--- src/rtl/mmio_mailbox.sv ---
// Memory-mapped CPU/host mailbox: a parameter register, a byte result FIFO popped by the host,
// and a small run-state machine the CPU advances by accessing the 16-byte window.
module mmio_mailbox #(
    parameter logic [31:0] BASE_ADDR  = 32'h0200_0000,
    parameter int          FIFO_DEPTH = 8,
    parameter int          CW         = 4
) (
    input  logic        clk,
    input  logic        reset,
    input  logic        Ext_MemWrite,
    input  logic [31:0] Ext_DataAdr,
    input  logic [31:0] Ext_WriteData,
    input  logic        MemWrite,
    input  logic [31:0] DataAdr,
    input  logic [31:0] WriteData,
    output logic [31:0] ReadData,
    output logic        hit,
    output logic        out_valid,
    output logic [7:0]  out_data,
    input  logic        out_ready,
    output logic        done,
    output logic        overflow
);

    localparam int AW = $clog2(FIFO_DEPTH);

    localparam logic [1:0] OFF_RESULT = 2'd0;
    localparam logic [1:0] OFF_PARAM  = 2'd1;
    localparam logic [1:0] OFF_STATUS = 2'd2;
    localparam logic [1:0] OFF_DONE   = 2'd3;

    typedef enum logic [1:0] {
        IDLE    = 2'd0,
        ARMED   = 2'd1,
        RUNNING = 2'd2,
        DONE    = 2'd3
    } state_e;

    state_e          state_q, state_d;
    logic [31:0]     param_q, param_d;
    logic [AW-1:0]   wr_ptr_q, wr_ptr_d;
    logic [AW-1:0]   rd_ptr_q, rd_ptr_d;
    logic [CW-1:0]   count_q, count_d;
    logic            overflow_q, overflow_d;
    logic [7:0]      mem_q [FIFO_DEPTH];

    logic cpu_in_win, host_in_win;
    logic host_flush, host_param, cpu_push, cpu_done;
    logic fifo_full, fifo_empty, do_push, do_pop, ovf_set;
    logic unused_bits;

    assign cpu_in_win  = (DataAdr[31:4] == BASE_ADDR[31:4]);
    assign host_in_win = (Ext_DataAdr[31:4] == BASE_ADDR[31:4]);

    assign host_flush = Ext_MemWrite && host_in_win && (Ext_DataAdr[3:2] == OFF_RESULT);
    assign host_param = Ext_MemWrite && host_in_win && (Ext_DataAdr[3:2] == OFF_PARAM);
    assign cpu_push   = MemWrite && cpu_in_win && (DataAdr[3:2] == OFF_RESULT);
    assign cpu_done   = MemWrite && cpu_in_win && (DataAdr[3:2] == OFF_DONE);

    // Byte lanes and upper data bits carry no meaning for this block.
    assign unused_bits = ^{DataAdr[1:0], Ext_DataAdr[1:0], WriteData[31:8]};

    assign fifo_full  = (count_q == CW'(FIFO_DEPTH));
    assign fifo_empty = (count_q == '0);

    // Flush dominates: it suppresses the pop and the push, so neither can set overflow.
    assign do_pop  = !fifo_empty && out_ready && !host_flush;
    assign do_push = cpu_push && !host_flush && (!fifo_full || do_pop);
    assign ovf_set = cpu_push && !host_flush && fifo_full && !do_pop;

    always_comb begin
        wr_ptr_d   = wr_ptr_q;
        rd_ptr_d   = rd_ptr_q;
        count_d    = count_q;
        overflow_d = overflow_q;
        param_d    = host_param ? Ext_WriteData : param_q;
        if (host_flush) begin
            wr_ptr_d   = '0;
            rd_ptr_d   = '0;
            count_d    = '0;
            overflow_d = 1'b0;
        end else begin
            if (do_push) wr_ptr_d = wr_ptr_q + AW'(1);
            if (do_pop)  rd_ptr_d = rd_ptr_q + AW'(1);
            case ({do_push, do_pop})
                2'b10:   count_d = count_q + CW'(1);
                2'b01:   count_d = count_q - CW'(1);
                default: count_d = count_q;
            endcase
            if (ovf_set) overflow_d = 1'b1;
        end
    end

    // NOTE: sequential state uses non-blocking assignments so every register samples pre-edge values.
    always_ff @(posedge clk or posedge reset) begin
        if (reset) begin
            param_q    <= '0;
            wr_ptr_q   <= '0;
            rd_ptr_q   <= '0;
            count_q    <= '0;
            overflow_q <= 1'b0;
        end else begin
            param_q    <= param_d;
            wr_ptr_q   <= wr_ptr_d;
            rd_ptr_q   <= rd_ptr_d;
            count_q    <= count_d;
            overflow_q <= overflow_d;
        end
    end

    // NOTE: storage is left unreset; out_data is masked while empty, so stale entries never escape.
    always_ff @(posedge clk) begin
        if (do_push) mem_q[wr_ptr_q] <= WriteData[7:0];
    end

    always_ff @(posedge clk or posedge reset) begin
        if (reset) state_q <= IDLE;
        else       state_q <= state_d;
    end

    always_comb begin
        state_d = state_q;
        case (state_q)
            IDLE:    if (host_param) state_d = ARMED;
            ARMED:   if (cpu_in_win) state_d = RUNNING;
            RUNNING: if (cpu_done)   state_d = DONE;
            DONE:    if (host_flush) state_d = IDLE;
            default: state_d = IDLE;
        endcase
    end

    always_comb begin
        done      = (state_q == DONE);
        out_valid = !fifo_empty;
        out_data  = fifo_empty ? 8'h00 : mem_q[rd_ptr_q];
        overflow  = overflow_q;
    end

    always_comb begin
        hit      = cpu_in_win;
        ReadData = '0;
        if (cpu_in_win) begin
            case (DataAdr[3:2])
                OFF_RESULT: ReadData = {24'b0, out_data};
                OFF_PARAM:  ReadData = param_q;
                OFF_STATUS: ReadData = 32'({overflow_q, state_q, count_q});
                OFF_DONE:   ReadData = {31'b0, done};
                default:    ReadData = '0;
            endcase
        end
    end

endmodule
--- config.mk ---
export PLATFORM = sky130hd
export DESIGN_NAME = mmio_mailbox
export DESIGN_NICKNAME = d
export VERILOG_FILES = /design/src/rtl/mmio_mailbox.sv
export SDC_FILE = /design/constraint.sdc
export NUM_CORES = 1
export LEC_CHECK = 0
export ABC_AREA = 1
export CAP_MARGIN = 20
export CORE_MARGIN = 2
export CORE_UTILIZATION = 47
export CTS_CLUSTER_SIZE = 10
export DETAILED_ROUTE_END_ITERATION = 10
export GPL_TIMING_DRIVEN = 0
export HOLD_SLACK_MARGIN = 0.08
export PLACE_DENSITY = 0.81
export RECOVER_POWER = 100
export SLEW_MARGIN = 10
export SYNTH_ARGS = -nofsm -noshare
export SYNTH_HDL_FRONTEND = slang
export SYNTH_SLANG_ARGS = --single-unit
--- constraint.sdc ---
create_clock -name clk -period 3.15 [get_ports clk]
set_input_delay 0.945 -clock clk [delete_from_list [all_inputs] [get_ports clk]]
set_output_delay 0.945 -clock clk [all_outputs]
set_load 0.1 [all_outputs]
==> impl_metrics.ini <==
[floorplanning]
core_area_mm2 = 0.0114
num_rows = 39
dieArea_mm2 = 0.0125
dieHeight_um = 112
num_io_pins = 177
die_w_um = 112
start_util_pct = 48.0

[timing]
worst_pin_slew_ps = 995
grt_setup_unrepaired = yes
fin_crit_sh_pct = 106
finalClockSkew_ps = 6.92
layout_setup_ws_ps = -205
fmax_ghz = 0.298
drv_slew = 0
tns_ps = -2170
hold_viol = 0
slew_headroom_pct = 33.4
finalSetupViolCount = 42
fin_crit_ps = 3350

[clocking]
cts-buffers-inserted = 9
cts.clk_slew.worst_paths_ps = 70
clock_sinks = 109
clk_latency_ps = 350
ctsLongestPathBuffers = 2
ctsRootBufferMaster = clkbuf_16
cts_max_level = 3
cts_tree = done

[logic_synthesis]
syn_nets = 678
synthFlopType = edfxtp_1
ys_ff_latch = 109
synth_top_area_share_pct = 35.1
synthTopCellsByCount = nor2_1, nand2_1, edfxtp_1, dfrtp_1, o21ai_0
synth_edf_count = 64
synth_most_common_cell = nor2_1
avgSynthCellArea_um2 = 10.2
ys_warn_count = 0
synth.distinct_cells = 36
synth_largest_area_cell = edfxtp_1
ys_seq_area_share_pct = 55.7
synthTopCellsByArea = edfxtp_1, dfrtp_1, mux2_4
synthArstFlopShare_pct = 41.3
synthCells = 536
syn_area_mm2 = 0.00548

[outcome]
violations = negative setup slack
status = complete, but fails checks

[place]
place.gp.congestion = 0.871
dpl_worst_slack_ps = -1660
placed_area_mm2 = 0.00748
port_buffers = 148
dp_hpwl_um = 10800

[power_and_ir_drop]
p_leak_nw = 3.44
peakVddDrop_mv = 0.287
p_per_area_mw_per_mm2 = 341
total_power_mw = 2.81

[cells_and_area]
syn_to_final_growth_pct = 50.2
seqCellArea_mm2 = 0.00305
finalNetCount = 849
n_antenna_cell = 0
multiInputGateArea_mm2 = 0.00253
post-route-util_pct = 72.0
drive_above_1_share_pct = 32.9
design_area_mm2 = 0.00822
fillers = 730

[worst_setup_path]
crit_type = in2out
path_max_fanout = 6
crit_required_ps = 2200
cp.arrival_ps = 2410
startpoint_type = input port
end_kind = primary output

[global_route]
grt-ovfl-total = 0
grt_pass1_vias = 4915
grt_pass1_wl_um = 24200
grt_antenna_before_repair = 0
grt_use_total_pct = 24.6
grt_max_degree = 28

[routing]
wl_per_cell_um = 19.3
drt-initial-drc-count = 305
vias_per_cell = 5.53
drc = 0
ant_nets = 0
num_vias = 4731
drt_pre_antenna_iters = 5
wl_um = 16500

[min_path]
hold_path_class = reg2reg

[run]
max-cap-violations = 0
==> through the flow <==
step	hold slack (ps)	instances
CTS	510	851
global placement	489	827
global route	532	855
finish	516	855
detailed placement	492	828
floorplan	480	536
==> state kept, by name (all words and copies together), names as in the netlist <==
name / flops
overflow: 1
mem_q: 64
wr_ptr_q: 3
state_q: 2
count_q: 4
rd_ptr_q: 3
param_q: 32
==> power by group <==
part	switching [mW]	leakage (nW)	internal, mW
Combinational	0.0829	2.13	0.118
Sequential	0.00000487	1.17	1.51
Clock	0.529	0.136	0.563
Total	0.612	3.44	2.19
==> critical path, stage by stage <==
cell	delay, ps
buf_6	90
nor2_2	80
nand2_1	60
nor2_1	100
nand2_1	100
nor2_4	200
clkinv_4	170
clkbuf_16	210
a31oi_4	220
buf_12	210
==> layout by cell type, fill, tap and decap left out, drive strengths merged <==
| cell | n |
|---|---|
| nor2 | 113 |
| nand2 | 95 |
| buf | 84 |
| clkdlybuf4s50 | 66 |
| edfxtp | 64 |
| o21ai | 47 |
| dfrtp | 45 |
| inv | 43 |
| mux2 | 32 |
| clkbuf | 29 |
| nand3 | 20 |
| dlygate4sd3 | 9 |
| a21oi | 9 |
| ha | 8 |
| nand4 | 7 |
| o211a | 7 |
| o22ai | 5 |
| o221ai | 5 |
| o211ai | 4 |
| clkinv | 4 |
| xor2 | 3 |
| a31oi | 3 |
| nand3b | 1 |
| a22oi | 1 |
| and2 | 1 |
| or2 | 1 |
| fa | 1 |
| clkinvlp | 1 |
| clkdlybuf4s18 | 1 |
| clkdlybuf4s15 | 1 |
| dlymetal6s2s | 1 |
| dlygate4sd2 | 1 |
==> routing by layer <==
layer | GRT usage (%) | part of all wire (%) | vias to the layer above
met5 | 0 | 0 | -
met4 | 7.97 | 2.7 | 0
met3 | 6.42 | 8.4 | 39
met2 | 43.4 | 52 | 245
met1 | 29.4 | 36 | 2293
li1 | - | - | 2154
==> worst paths after layout <==
kind / startpoint / to / slack (ps) / cells after the start
max: DataAdr[8] / ReadData[2] / -200 / 10
min: param_q[18] / param_q[18] / 520 / 1
max reg2reg: count_q[2] / mem_q[7][3] / 440 / 10
min reg2reg: param_q[18] / param_q[18] / 520 / 1
max in group asynchronous: reset / rd_ptr_q[1] / 720 / 3
min in group asynchronous: reset / param_q[22] / 1170 / 2
==> timing repair <==
item	in CTS	in global routing
gates cloned	1	0
resized for setup	421	95
endpoints found under the setup margin	81	74
hold buffers	0	0
pin swaps	23	6
buffers inserted	6	4
==> logic make-up after synthesis <==
logic type / synth area share, %
AOI/OAI and AO/OA: 8.86
xor gates and xnor gates: 0.480
adders and majority gates: 2.19
buffers and inverters: 4.91
DFF: 55.7
muxes: 8.64
and+or+nand+nor: 19.3
==> area by class of cell <==
type | instances | share of cell area, %
Sequential cell | 109 | 37.1
Multi-Input combinational cell | 363 | 30.8
Timing Repair Buffer | 160 | 21.9
Clock buffer | 11 | 2.95
Buffer | 21 | 2.59
Tap cell | 143 | 2.18
Inverter | 43 | 2.05
Clock inverter | 5 | 0.426
(Power assumes the default switching activity.)
